[config.mk]
export PLATFORM = sky130hd
export DESIGN_NAME = uart_tx_fifo
export DESIGN_NICKNAME = d
export VERILOG_FILES = /design/src/rtl/uart_tx_fifo.sv
export SDC_FILE = /design/constraint.sdc
export NUM_CORES = 1
export LEC_CHECK = 0
export ABC_AREA = 1
export BUFFER_PORTS_ARGS = -buffer_cell sky130_fd_sc_hd__clkbuf_2
export CORE_ASPECT_RATIO = 0.8
export CORE_MARGIN = 3
export CORE_UTILIZATION = 40
export CTS_BUF_LIST = sky130_fd_sc_hd__clkbuf_2 sky130_fd_sc_hd__clkbuf_4 sky130_fd_sc_hd__clkbuf_8
export DETAILED_ROUTE_END_ITERATION = 10
export MAX_ROUTING_LAYER = met4
export PLACE_DENSITY = 0.54
export SETUP_SLACK_MARGIN = 0.02
export SYNTH_ARGS = -nofsm -noshare
export SYNTH_HDL_FRONTEND = slang
export SYNTH_SLANG_ARGS = --single-unit
[constraint.sdc]
create_clock -name clk_i -period 7.1 [get_ports clk_i]
set_input_delay 0.71 -clock clk_i [delete_from_list [all_inputs] [get_ports clk_i]]
set_output_delay 0.71 -clock clk_i [all_outputs]
set_load 0.01 [all_outputs]
[src/rtl/uart_tx_fifo.sv]
// Buffered 8N1 UART transmitter: req/ack byte intake into a circular FIFO,
// LSB-first serialisation onto a registered, idle-high TX line.
module uart_tx_fifo #(
  parameter int unsigned BAUD_DIV   = 868,
  parameter int unsigned FIFO_DEPTH = 8,
  parameter int unsigned STOP_BITS  = 1
) (
  input  logic                          clk_i,
  input  logic                          rst_i,
  input  logic                          tx_req_i,
  input  logic [7:0]                    tx_data_bi,
  output logic                          tx_ack_o,
  output logic                          tx_o,
  output logic                          busy_o,
  output logic                          fifo_full_o,
  output logic [$clog2(FIFO_DEPTH):0]   fifo_cnt_o
);

  localparam int unsigned PtrW = $clog2(FIFO_DEPTH);
  localparam int unsigned CntW = PtrW + 1;

  localparam logic [15:0]     BaudLoad = 16'(BAUD_DIV - 1);
  localparam logic [CntW-1:0] DepthVal = CntW'(FIFO_DEPTH);
  localparam logic [2:0]      StopLast = 3'(STOP_BITS - 1);

  typedef enum logic [1:0] {StIdle, StStart, StData, StStop} state_e;

  logic [7:0]      mem_q [FIFO_DEPTH];
  logic [PtrW-1:0] wr_ptr_q, rd_ptr_q;
  logic [CntW-1:0] cnt_q;

  state_e          state_q;
  logic [15:0]     baud_q;
  logic [2:0]      bit_idx_q;
  logic [7:0]      sh_q;
  logic            tx_q;

  logic            fifo_empty, push, pop, stop_done;

  assign fifo_empty  = (cnt_q == '0);
  assign fifo_full_o = (cnt_q == DepthVal);
  assign tx_ack_o    = tx_req_i & ~fifo_full_o;
  assign push        = tx_ack_o;

  // Last stop bit ends this cycle: a pending byte goes straight into START.
  assign stop_done = (state_q == StStop) && (baud_q == '0) && (bit_idx_q == StopLast);
  assign pop       = ~fifo_empty & ((state_q == StIdle) | stop_done);

  assign tx_o       = tx_q;
  assign fifo_cnt_o = cnt_q;
  assign busy_o     = (state_q != StIdle) | ~fifo_empty;

  // FIFO storage; contents need no reset since occupancy is tracked by cnt_q.
  always_ff @(posedge clk_i) begin
    if (push) begin
      mem_q[wr_ptr_q] <= tx_data_bi;
    end
  end

  // FIFO pointers and occupancy; pointers wrap naturally at the power-of-two depth.
  always_ff @(posedge clk_i) begin
    if (rst_i) begin
      wr_ptr_q <= '0;
      rd_ptr_q <= '0;
      cnt_q    <= '0;
    end else begin
      if (push) wr_ptr_q <= wr_ptr_q + 1'b1;
      if (pop)  rd_ptr_q <= rd_ptr_q + 1'b1;
      case ({push, pop})
        2'b10:   cnt_q <= cnt_q + 1'b1;
        2'b01:   cnt_q <= cnt_q - 1'b1;
        default: cnt_q <= cnt_q;
      endcase
    end
  end

  // Serialiser FSM with baud down-counter and registered line output.
  always_ff @(posedge clk_i) begin
    if (rst_i) begin
      state_q   <= StIdle;
      baud_q    <= '0;
      bit_idx_q <= '0;
      sh_q      <= '0;
      tx_q      <= 1'b1;
    end else begin
      unique case (state_q)
        StIdle: begin
          tx_q <= 1'b1;
          if (pop) begin
            sh_q      <= mem_q[rd_ptr_q];
            bit_idx_q <= '0;
            baud_q    <= BaudLoad;
            tx_q      <= 1'b0;
            state_q   <= StStart;
          end
        end
        StStart: begin
          if (baud_q == '0) begin
            baud_q  <= BaudLoad;
            tx_q    <= sh_q[0];
            state_q <= StData;
          end else begin
            baud_q <= baud_q - 1'b1;
          end
        end
        StData: begin
          if (baud_q == '0) begin
            baud_q <= BaudLoad;
            sh_q   <= {1'b0, sh_q[7:1]};
            if (bit_idx_q == 3'd7) begin
              bit_idx_q <= '0;
              tx_q      <= 1'b1;
              state_q   <= StStop;
            end else begin
              bit_idx_q <= bit_idx_q + 1'b1;
              tx_q      <= sh_q[1];
            end
          end else begin
            baud_q <= baud_q - 1'b1;
          end
        end
        StStop: begin
          if (baud_q == '0) begin
            if (bit_idx_q == StopLast) begin
              if (pop) begin
                sh_q      <= mem_q[rd_ptr_q];
                bit_idx_q <= '0;
                baud_q    <= BaudLoad;
                tx_q      <= 1'b0;
                state_q   <= StStart;
              end else begin
                state_q <= StIdle;
              end
            end else begin
              bit_idx_q <= bit_idx_q + 1'b1;
              baud_q    <= BaudLoad;
            end
          end else begin
            baud_q <= baud_q - 1'b1;
          end
        end
        default: state_q <= StIdle;
      endcase
    end
  end

endmodule

# Word-level counts from Yosys, hierarchy flattened
# Memories as Yosys holds them, arrays and structs flattened. A register that Yosys moved wholly into a read port is not among the register bits.
# Index checks and enable logic that the tools add are counted.
word_totals:
  elab_cells: 86
  ram_bits: 64
  romBits: 0
  latchBits: 0
  ff_bits: 40
  mem_count: 1
  input_bits: 11
  output_inout_bits: 8
classes:
  mul: 0
  div: 0
  n_mux: 37
  n_addsub: 6
  shifts: 0
  reduce_logical: 14
  bitwise_logic: 6
  order_cmp: 0
  eq_ne: 14
memory_table:
  columns: ["name", "words", "word_bits", "rd", "rd_clocked_by_memory_dff", "wr", "line_no", "source"]
  rows:
  - ["mem_q", 8, 8, 1, 1, 1, "28", "logic [7:0] mem_q [FIFO_DEPTH];"]
ops:
  columns: ["cell", "n"]
  rows:
  - ["16-bit 2-to-1 mux", 4]
  - ["16-bit case mux with 3 select lines", 1]
  - ["8-bit 2-to-1 mux", 4]
  - ["8-bit case mux with 3 select lines", 1]
  - ["3-bit 2-to-1 mux", 7]
  - ["16-bit logical NOT", 1]
  - ["16-bit by 1-bit subtractor with 16-bit output (second input constant)", 1]
  - ["2-bit 2-to-1 mux", 6]
  - ["1-bit 2-to-1 mux", 10]
  - ["2-bit != test (second input constant)", 5]
  - ["3-bit by 1-bit adder with 3-bit output (second input constant)", 3]
  - ["3-bit case mux with 3 select lines", 1]
  - ["2-bit case mux with 4 select lines", 1]
  - ["4-bit case mux with 2 select lines", 1]
  - ["2-bit == test (second input constant)", 3]
  - ["6-bit AND reduction", 1]
  - ["5-bit AND reduction", 1]
  - ["4-bit by 1-bit adder with 4-bit output (second input constant)", 1]
  - ["2-bit by 1-bit == test with 1-bit output (second input constant)", 2]
  - ["4-bit == test (second input constant)", 1]
  - ["4-bit logical NOT", 1]
  - ["2-bit by 1-bit != test with 1-bit output (second input constant)", 2]
  - ["1-bit case mux with 4 select lines", 1]
  - ["4-bit AND reduction", 1]
  - ["other kinds (12)", 17]

# Logic depth before layout (Yosys ltp)
# Gate-level depths: netlist (run 1).
depth:
  depth_word: 9
  depth_mapped: 16
  depth_no_buf: 15

# Least setup slack after synthesis (run 1)
# No wires, ideal clock.
synth_path:
  kind: "reg-to-reg"
  from: "reg baud_q[0]"
  to: "reg cnt_q[3] (netlist: fifo_cnt_o[3])"
  arrival_time_ns: 2.192
  required_ns: 6.978
  path_buffers: 1
  stages_incl_launch_ff: 17
  setup_time_ns: 0.122
  setup_slack_ns: 4.786
  period_less_slack_ns: 2.314
  cell_sequence: "dfxtp_1 inv_1 ha_1 nand2_2 nor2_2 nand4_1 nand2_1 nand2_2 buf_6 inv_4 ha_1 xor2_1 nand3_1 a21oi_1 o21ai_0 o21ai_0 a21oi_1"
synth_via:
  elab_chain_len: 7
  word_cells_on_any_way: 9
  classes_between: "2 x eq/ne; 1 x mux; 2 x bitwise; 4 x reduce/logical"
synth_rtl:
  columns: ["item", "line_no", "source"]
  rows:
  - ["start: declaration", "33", "logic [15:0] baud_q;"]
  - ["start signal: assignment", "92", "baud_q <= BaudLoad;"]
  - ["start signal: assignment", "99", "baud_q <= BaudLoad;"]
  - ["start signal: assignment", "103", "baud_q <= baud_q - 1'b1;"]
  - ["16-bit logical NOT (*)", "46", "assign stop_done = (state_q == StStop) && (baud_q == '0) && (bit_idx_q == StopLast);"]
  - ["1-bit logical AND (*) (2 in series)", "46", null]
  - ["1-bit bitwise OR (*)", "47", "assign pop = ~fifo_empty & ((state_q == StIdle) | stop_done);"]
  - ["1-bit AND (*)", "47", null]
  - ["named net pop", "38", "logic fifo_empty, push, pop, stop_done;"]
  - ["2-bit by 1-bit == test with 1-bit output or 2-bit == test (tied branches)", "69", "case ({push, pop})"]
  - ["4-bit case mux with 2 select lines or 2-bit nonzero test (tied branches)", null, null]
  - ["end signal: assignment", "70", "2'b10: cnt_q <= cnt_q + 1'b1;"]
  - ["end signal: assignment", "71", "2'b01: cnt_q <= cnt_q - 1'b1;"]
  - ["end signal: assignment", "72", "default: cnt_q <= cnt_q;"]
  - ["end: declaration", "30", "logic [CntW-1:0] cnt_q;"]
# The timed path passes the listed nets; every way through them passes the cells marked *.
# A chain may end at the register's enable or synchronous reset.

# Final worst setup path (run 1)
# Same ends and word-level chain as after synthesis.

==> flow_summary_export.csv, run 1 <==
group,metric,value,unit
place,port_buffers,18,
floorplanning,start_util,0.4128,
clock_network,clock-sinks,107,
synthesis,syn-num-nets,595,
critical_path,ff2ff_path_depth,15,
critical_path,critPathSlowestCell,"dfxtp_1",
sta,fin_tns_setup,0,ns
synthesis,synth_compound_area_frac,0.1104,
synthesis,synthMuxAreaShare,0,
layout,drive_gt1_frac,0.09589,
floorplanning,die_w,131.9,um
clock_network,cts_tree,"yes",
synthesis,yosys-top-cells-area,"edfxtp_1, dfxtp_1, nand2_1, nand3_1, nor2_1",
global_routing,grt_pass1_vias,3515,
detailed_routing,finalWirelength,11.22,mm
hold_path,holdPathStages,2,
floorplanning,ioPinCount,19,
layout,diodes,0,
global_routing,grt_pass1_wl,18.64,mm
sta,hold_violations,0,
place,dp_hpwl,7.364,mm
hold_path,min_to,"sh_q[3]",
detailed_routing,drt_iter0_drc,284,
layout,fin_nets,605,
sta,finalClockSkew,0.007724,ns
detailed_routing,first_pass_iters,4,
power_and_ir_drop,p_leak,2.235,nW
floorplanning,die_area,14090,um^2
synthesis,yosysTopAreaCell,"edfxtp_1",
sta,clock.fmax,356.0,MHz
detailed_routing,drc_errors,0,
sta,setup_viol,0,
detailed_routing,vias_per_cell,5.025,
layout,fin_area,5483,um^2
floorplanning,die_y,106.8,um
synthesis,synth_top_family_by_area,"simple AND/OR/NAND/NOR gates",
global_routing,grt_usage,0.1706,
global_routing,grt_max_degree,34,
synthesis,async_flop_share,0,
detailed_routing,avgRoutedWirePerCell,14.86,um
synthesis,synth_edf_count,64,
detailed_routing,final_antenna_net_count,0,
synthesis,synth_ff_type,"edfxtp_1",
clock_network,holdBufCountCts,0,
clock_network,cts-root-buf,"clkbuf_8",
critical_path,cp_data_required_time,7.36,ns
global_routing,antenna_found_initial,0,
hold_path,hold_start,"sh_q[3]",
synthesis,ys_seq_area_frac,0.5482,
critical_path,cp.arrival,3.07,ns
synthesis,synthCells,569,
synthesis,synth_top_area_share,0.3786,
sta,tightest_slew,1.086,ns
critical_path,rr_endpoint,"fifo_cnt_o[3]",
synthesis,synth.distinct_cells,33,
power_and_ir_drop,power_density,414.6,nW/um^2
critical_path,worstPathMaxFanout,20,
sta,fin_crit_sh,0.3957,
synthesis,synthAdderAreaFrac,0.03697,
outcome,outcome,"finished clean",
floorplanning,num_rows,36,
layout,multi_input_area,2013,um^2
clock_network,cts-buffers-inserted,9,
synthesis,yosys_warnings,0,
critical_path,cp_cell_sequence,"inv_1, ha_1, nand2_2, nor2_2, nand4_1, nand2_1, nand2_2, inv_4, ha_1, xor2_1, nand3_1, a21oi_1, o21ai_0, o21ai_0, a21oi_1",
synthesis,synth_xor_area_frac,0.02243,
synthesis,synthesis.area,5076,um^2
sta,finalMaxSlewViolations,0,
layout,nFillCells,1187,
layout,area_delta_synth_final,8.011,%
clock_network,clock_latency,0.37,ns
critical_path,slowest_delay,0.31,ns
synthesis,synth.avg_cell_area,8.921,um^2
floorplanning,core-area,12300,um^2
sta,rsz0062_at_grt,"false",
synthesis,yosys.area_share.simple,0.2268,
layout,register_area,2783,um^2
power_and_ir_drop,ir_worst_vdd,190.9,uV
synthesis,synth-seq-cells,107,
clock_network,clkTransAtPathRegs,0.10,ns
critical_path,crit_type,"reg2reg",
hold_path,worstHoldPathType,"reg2reg",
critical_path,rr_startpoint,"baud_q[0]",
clock_network,cts_setup_buffers,0,
critical_path,r2r_slack,4.29,ns
synthesis,yosys-top-cells-count,"nand2_1, nor2_1, nand3_1",
sta,period_needed,2.809,ns
critical_path,cp-start-kind,"flop",
synthesis,yosys.cell_count.top_type,"nand2_1",
place,placed_cell_area,5283,um^2
clock_network,cts_resized,0,
run,cap_violations,0,
global_routing,grt_overflow,0,
detailed_routing,vias,3794,
clock_network,cts_buffer_depth,2,
place,gp_congestion,0.8546,
critical_path,cp-end-kind,"flop",
sta,relSlewSlack,0.2734,
clock_network,htree_levels,3,
cell families (layout without fill, tap and decap cells):
| kind of cell | Yosys count | after routing |
|---|---|---|
| simple gates | 267 | 267 |
| flops | 107 | 107 |
| compound gates | 101 | 101 |
| buf+inv | 66 | 81 |
| fa+ha+maj | 15 | 15 |
| xor+xnor | 13 | 13 |
worst max-delay path: cells and delay by family, from the launching register on:
| kind | cells | cell delay, ns |
|---|---|---|
| fa+ha+maj | 2 | 0.46 |
| simple gates | 6 | 0.92 |
| compound gates | 4 | 0.46 |
| flops | 1 | 0.31 |
| buf+inv | 2 | 0.32 |
| xor+xnor | 1 | 0.24 |
cell usage in the layout, fill, tap and decap left out:
| master | instances |
|---|---|
| a21o_1 | 1 |
| nor2_2 | 7 |
| ha_1 | 15 |
| bufinv_16 | 1 |
| o21bai_1 | 2 |
| inv_8 | 2 |
| nor3_1 | 2 |
| buf_4 | 1 |
| o21ai_1 | 2 |
| or2_2 | 6 |
| xor2_1 | 10 |
| o21ai_0 | 37 |
| nand2_1 | 108 |
| o211ai_1 | 1 |
| clkinv_1 | 3 |
| o22ai_1 | 9 |
| o21ai_2 | 2 |
| clkbuf_2 | 18 |
| nand4_1 | 2 |
| a21oi_1 | 42 |
| nand3b_1 | 2 |
| nor2_1 | 69 |
| a211oi_4 | 1 |
| nand2_2 | 5 |
| edfxtp_1 | 64 |
| clkbuf_8 | 9 |
| nor2_4 | 1 |
| nand3_1 | 65 |
| o21a_1 | 3 |
| clkinv_4 | 1 |
| xnor2_1 | 3 |
| dfxtp_1 | 43 |
| a211o_1 | 1 |
| inv_1 | 44 |
| inv_4 | 1 |
| clkinvlp_4 | 1 |
area by class of cell:
class	count	area share
inverters	46	0.03195
repair buffers	19	0.01780
flip-flops and latches	107	0.5075
clock buffers	9	0.02259
well taps	171	0.03902
multi-input cells	396	0.3672
clock inverters	7	0.01392
where the power goes:
group / switching [W] / internal, W / total (W) / leakage [nW]
Combinational: 0.000714 / 0.000354 / 0.00107 / 1.20
Sequential: 0.0000752 / 0.000748 / 0.000823 / 0.934
Clock: 0.000216 / 0.000167 / 0.000383 / 0.0983
Total: 0.00100 / 0.00127 / 0.00227 / 2.24
metrics by stage:
stage	cells	setup slack (ns)	power, W	hold WS [ns]	util
after floorplan	569	4.786	0.001671	0.4440	-
after global placement	739	4.425	0.001888	0.4563	0.4296
after detailed placement	739	4.326	0.001900	0.4639	0.4296
after CTS	755	4.307	0.002284	0.4880	0.4459
after global routing	755	3.970	0.002484	0.5174	0.4459
final	755	4.291	0.002273	0.4861	0.4459
per-layer routing:
layer	wire length, um	track usage	vias up
li1	-	-	1936
met1	5891	0.2556	1765
met2	4746	0.2408	82
met3	487	0.03096	11
met4	95	0.03973	0
met5	0	-	-
registers in the layout, summed over array words and instances (netlist names), named ones only:
signal and cells:
baud_q 16, bit_idx_q 3, fifo_cnt_o 4, mem_q 64, rd_ptr_q 3, sh_q 8, state_q 2, tx_o 1
wr_ptr_q 3
worst max path at each step:
stage / startpoint / to / slack, ns / cells past startpoint
detailed placement: baud_q[0] / fifo_cnt_o[3] / 4.33 / 15
finish: baud_q[0] / fifo_cnt_o[3] / 4.29 / 15
floorplan: baud_q[0] / fifo_cnt_o[3] / 4.79 / 16
global placement: baud_q[0] / fifo_cnt_o[3] / 4.43 / 15
CTS: baud_q[0] / fifo_cnt_o[3] / 4.31 / 15
global route: baud_q[0] / fifo_cnt_o[3] / 3.97 / 15
Power figures use the tool's default switching activity.
==> run 2, diff against run 1 <==
Settings changed: PLACE_DENSITY 0.54 to 0.56.
Clock period 7.1 ns to 2.29 ns, I/O delays scaled along.
==> run 2 against run 1 <==
Non-clock buffer count grew 30; maximum frequency grew 31%; routed wire length grew 6.3%; critical endpoint is now fifo_cnt_o[2]; clock power grew to 3.4 times the previous value; critical path type unchanged.
==> flow_summary_export.csv, run 2 (synthesis results as in run 1) <==
group,metric,value,unit
outcome,outcome,"finished clean",
place,placed_cell_area,5508,um^2
critical_path,ff2ff_path_depth,14,
clock_network,cts_tree,"yes",
sta,clock.fmax,465.0,MHz
layout,diodes,0,
detailed_routing,vias_per_cell,5.032,
sta,fin_crit_sh,0.9390,
critical_path,path_buf_inv,2,
global_routing,grt_pass1_wl,19.35,mm
global_routing,grtUsageMet2,0.2683,
place,gp_congestion,0.9100,
detailed_routing,finalWirelength,11.93,mm
global_routing,grt_pass1_vias,3809,
sta,finalClockSkew,0.01217,ns
clock_network,htree_levels,3,
detailed_routing,first_pass_iters,5,
clock_network,cts-buffers-inserted,9,
global_routing,grt_overflow,0,
floorplanning,start_util,0.4128,
layout,fin_nets,635,
sta,finalMaxSlewViolations,0,
sta,setup_viol,0,
critical_path,critPathSlowestCell,"dfxtp_1",
clock_network,cts_buffer_depth,2,
critical_path,path_common_cell,"nand2_2",
power_and_ir_drop,power_density,1311,nW/um^2
critical_path,cp_data_required_time,2.57,ns
layout,drive_gt1_frac,0.1906,
clock_network,clock-sinks,107,
global_routing,antenna_found_initial,0,
power_and_ir_drop,p_leak,2.415,nW
critical_path,worstSetupStartpoint,"baud_q[9]",
clock_network,holdBufCountCts,0,
critical_path,cp_cell_sequence,"nor2_2, nand2_2, nor2_4, nand4_1, nand2_2, nand2_4, inv_4, ha_4, xor2_4, ha_2, a21oi_2, xnor2_1, o21ai_1, inv_1",
layout,largest_register_ffs,64,
sta,relSlewSlack,0.6011,
floorplanning,ioPinCount,19,
hold_path,holdPathStages,1,
detailed_routing,avgRoutedWirePerCell,15.19,um
power_and_ir_drop,ir_worst_vdd,781.2,uV
critical_path,rr_startpoint,"baud_q[9]",
floorplanning,core-area,12300,um^2
floorplanning,die_y,106.8,um
layout,fin_area,5877,um^2
critical_path,crit_type,"reg2reg",
critical_path,cp-start-kind,"flop",
floorplanning,die_area,14090,um^2
global_routing,busiest_layer,"met2",
global_routing,grt_max_degree,33,
sta,tightest_slew,0.5947,ns
layout,layout_commonest_cell,"nand2_1",
detailed_routing,drc_errors,0,
global_routing,met3_usage,0.04268,
critical_path,path_depth,14,
layout,final_cell_mix,"nand2_1, nor2_1, nand3_1, edfxtp_1",
clock_network,clock_latency,0.38,ns
detailed_routing,final_antenna_net_count,0,
critical_path,slowest_delay,0.35,ns
critical_path,worstPathMaxFanout,3,
sta,period_needed,2.150,ns
layout,area_delta_synth_final,15.78,%
critical_path,crit_family,"simple AND/OR/NAND/NOR gates",
sta,fin_ws,0.1396,ns
layout,reg.largest.list,"mem_q x64, baud_q x16, sh_q x8",
global_routing,grt_usage,0.1796,
run,cap_violations,0,
place,dp_hpwl,8.017,mm
hold_path,hold_start,"tx_data_bi[1]",
layout,top_register,"mem_q",
sta,rsz0062_at_grt,"true",
clock_network,clkTransAtPathRegs,0.10,ns
detailed_routing,drt_iter0_drc,354,
clock_network,cts-root-buf,"clkbuf_8",
global_routing,grt_use_met1,0.2526,
critical_path,r2r_slack,0.14,ns
sta,hold_violations,0,
floorplanning,num_rows,36,
place,port_buffers,18,
place,dp_slack,0.03650,ns
critical_path,cp.arrival,2.43,ns
detailed_routing,vias,3950,
critical_path,cp-end-kind,"flop",
floorplanning,die_w,131.9,um
hold_path,worstHoldPathType,"in2reg",
-- run 2: cell count changes in the layout (fill, tap and decap cells not counted), moves of 3 or more --
| cell | previous run | this run |
|---|---|---|
| o21ai_0 | 37 | 34 |
| nand2_2 | 5 | 8 |
| inv_1 | 44 | 40 |
| inv_2 | 0 | 4 |
| buf_4 | 1 | 31 |
| nand2_1 | 108 | 104 |
| nor2_4 | 1 | 6 |
| dfxtp_1 | 43 | 34 |
| ha_1 | 15 | 12 |
| o21ai_1 | 2 | 5 |
| dfxtp_2 | 0 | 7 |
| nor2_1 | 69 | 65 |
-- run 2: final cells by class --
class / instances / area [um^2]
clock buffers: 9 / 123.9
clock inverters: 7 / 101.3
fillers: 1137 / 6420
inverters: 46 / 175.2
multi-input cells: 396 / 2141
flip-flops and latches: 107 / 2799
well taps: 171 / 214.0
repair buffers: 49 / 322.8
-- run 2: path summary, 6_finish.rpt --
path	end
hold reg to reg	sh_q[4]
setup reg to reg	fifo_cnt_o[2]
setup / recovery	fifo_cnt_o[2]
hold / removal	mem_q[3][1]
-- run 2: timing repair --
item	4_1_cts	5_1_grt
resized for setup	1	39
setup endpoints to repair	1	11
setup buffers	0	3
pin swaps	0	11
-- run 2: per-layer routing --
| metal | share of wire | vias up |
|---|---|---|
| li1 | - | 1995 |
| met1 | 0.51 | 1867 |
| met2 | 0.44 | 79 |
| met3 | 0.040 | 9 |
| met4 | 0.0072 | 0 |
| met5 | 0 | - |
-- run 2: power breakdown --
part	internal [W]	leakage, nW	switching (W)	total [W]
Clock	0.000625	0.111	0.000665	0.00129
Sequential	0.00233	0.939	0.000223	0.00255
Combinational	0.00140	1.36	0.00246	0.00386
Total	0.00436	2.42	0.00335	0.00770
-- run 2: stage by stage --
step	hold slack [ns]	util	TNS (ns)	total power (W)	cells
finish	0.1204	0.4779	0	0.007704	785
global route	0.1170	0.4779	-0.05553	0.008334	785
CTS	0.1007	0.4666	0	0.007502	782
detailed placement	0.4672	0.4479	0	0.006191	766
global placement	0.4591	0.4479	0	0.006119	766
floorplan	0.3279	-	0	0.005208	569
==> run 3, diff against run 2 <==
Settings changed: CORE_UTILIZATION 40 to 47, PLACE_DENSITY 0.56 to 0.64.
==> run 3 against run 2 <==
Final cell count shrank 3.9%; register-to-register slack better by 0.02 ns; critical path depth unchanged; clock skew is 0.0069 ns lower; critical path type unchanged; critical endpoint unchanged; highest routed layer unchanged.
==> flow_summary_export.csv, run 3 (synthesis results as in run 1) <==
group,metric,value,unit
outcome,outcome,"finished clean",
layout,top_register,"mem_q",
sta,relSlewSlack,0.5908,
detailed_routing,vias,3970,
critical_path,cp-start-kind,"flop",
sta,hold_violations,0,
detailed_routing,final_antenna_net_count,0,
layout,reg.largest.list,"mem_q x64, baud_q x16, sh_q x8",
critical_path,slowest_delay,0.37,ns
floorplanning,die_y,98.95,um
critical_path,cp_data_required_time,2.56,ns
hold_path,worstHoldPathType,"in2reg",
critical_path,cp_cell_sequence,"nor2_4, nand2_2, nor2_4, nand4_1, nand2_2, nand2_4, inv_4, ha_4, xor2_4, ha_2, a21oi_2, xnor2_1, o21ai_1, inv_1",
critical_path,cp-end-kind,"flop",
detailed_routing,avgRoutedWirePerCell,15.01,um
floorplanning,start_util,0.4879,
sta,holdWs,0.1362,ns
floorplanning,core-area,10410,um^2
critical_path,endpoint,"fifo_cnt_o[2]",
clock_network,cts-root-buf,"clkbuf_8",
critical_path,crit_family,"simple AND/OR/NAND/NOR gates",
layout,nFillCells,949,
power_and_ir_drop,ir_worst_vdd,723.0,uV
layout,fin_nets,635,
detailed_routing,finalWirelength,11.32,mm
critical_path,rr_startpoint,"baud_q[14]",
power_and_ir_drop,swShare,0.4362,
critical_path,r2r_slack,0.16,ns
sta,tightest_slew,0.6100,ns
layout,drive_gt1_frac,0.1938,
global_routing,grt_pass1_vias,3750,
clock_network,htree_levels,3,
place,port_buffers,18,
floorplanning,die_area,12090,um^2
sta,clock.fmax,469.4,MHz
clock_network,clock-sinks,107,
clock_network,cts_tree,"yes",
critical_path,ff2ff_path_depth,14,
sta,fin_ws,0.1595,ns
floorplanning,die_w,122.2,um
critical_path,cp.arrival,2.40,ns
layout,fin_util,0.5604,
power_and_ir_drop,switchingPower,0.003271,W
sta,fin_crit_sh,0.9304,
power_and_ir_drop,p_leak,2.406,nW
sta,finalMaxSlewViolations,0,
sta,setup_viol,0,
clock_network,clkTransAtPathRegs,0.10,ns
critical_path,worstPathMaxFanout,4,
detailed_routing,drc_errors,0,
layout,fin_area,5831,um^2
clock_network,cts-buffers-inserted,9,
place,gp_congestion,0.9138,
critical_path,path_buf_inv,2,
power_and_ir_drop,clockPowerShare,0.145,
critical_path,rr_endpoint,"fifo_cnt_o[2]",
power_and_ir_drop,pwr-share-seq,0.346,
floorplanning,num_rows,33,
hold_path,holdPathStages,1,
sta,period_needed,2.131,ns
sta,finalClockSkew,0.005225,ns
floorplanning,ioPinCount,19,
power_and_ir_drop,power_density,1286,nW/um^2
sta,rsz0062_at_grt,"false",
detailed_routing,vias_per_cell,5.265,
global_routing,grt_usage,0.2010,
hold_path,hold_start,"tx_data_bi[1]",
critical_path,critPathSlowestCell,"dfxtp_4",
place,placed_cell_area,5431,um^2
global_routing,grt_pass1_wl,18.51,mm
place,dp_hpwl,7.552,mm
power_and_ir_drop,p_comb_frac,0.509,
critical_path,crit_type,"reg2reg",
layout,diodes,0,
global_routing,grt_overflow,0,
critical_path,worstSetupStartpoint,"baud_q[14]",
clock_network,cts_buffer_depth,2,
layout,layout_commonest_cell,"nand2_1",
clock_network,clock_latency,0.36,ns
global_routing,grt_max_degree,33,
global_routing,antenna_found_initial,0,
sta,fin_tns_setup,0,ns
detailed_routing,drt_iter0_drc,405,
detailed_routing,first_pass_iters,5,
critical_path,path_depth,14,
place,dp_slack,0.03171,ns
layout,area_delta_synth_final,14.86,%
layout,final_cell_mix,"nand2_1, nor2_1, nand3_1, edfxtp_1, inv_1",
run,cap_violations,0,
layout,largest_register_ffs,64,
power_and_ir_drop,p_int,0.004228,W
clock_network,holdBufCountCts,0,
==> run 3: cell types whose count changed in the layout (fill, tap and decap cells not counted), sizes merged <==
| cell | before | now |
|---|---|---|
| bufinv | 2 | 0 |
| clkbuf | 27 | 29 |
==> run 3: cell type report <==
type / count / area [um^2] / area share
well taps: 140 / 175.2 / 0.03004
clock inverters: 5 / 36.28 / 0.006223
flip-flops and latches: 107 / 2805 / 0.4811
repair buffers: 49 / 322.8 / 0.05536
inverters: 46 / 175.2 / 0.03004
clock buffers: 11 / 151.4 / 0.02597
multi-input cells: 396 / 2165 / 0.3712
==> run 3: timing repair <==
item | in CTS | in global routing
buffers inserted | 0 | 8
setup endpoints to repair | 1 | 3
resized for setup | 1 | 45
pin swaps | 0 | 10
==> run 3: worst min path at each step <==
stage / end / slack [ns]
after detailed placement: sh_q[2] / 0.46
after floorplan: mem_q[0][0] / 0.33
final: mem_q[0][1] / 0.14
after global routing: mem_q[1][1] / 0.14
after CTS: mem_q[0][1] / 0.12
after global placement: sh_q[2] / 0.46
==> run 3: stage by stage <==
step,power [W],cells
2_1_floorplan,0.005208,569
3_3_place_gp,0.005993,730
3_5_place_dp,0.006064,730
4_1_cts,0.007175,746
5_1_grt,0.008119,754
6_report,0.007499,754
==> run 3: per-layer routing <==
layer  wire [um]  GRT usage  vias up
met3         590    0.03729       12
li1            -          -     1996
met2        4939     0.2886      114
met5           0          -        -
met1        5652     0.2919     1848
met4         133    0.05852        0
==> run 3: power groups by stage <==
stage	logic, W	registers [W]	clock network (W)
3_3_place_gp	0.00342	0.00257	0
2_1_floorplan	0.00267	0.00254	0
6_report	0.00381	0.00260	0.00109
5_1_grt	0.00427	0.00264	0.00121
3_5_place_dp	0.00347	0.00259	0
4_1_cts	0.00350	0.00255	0.00113
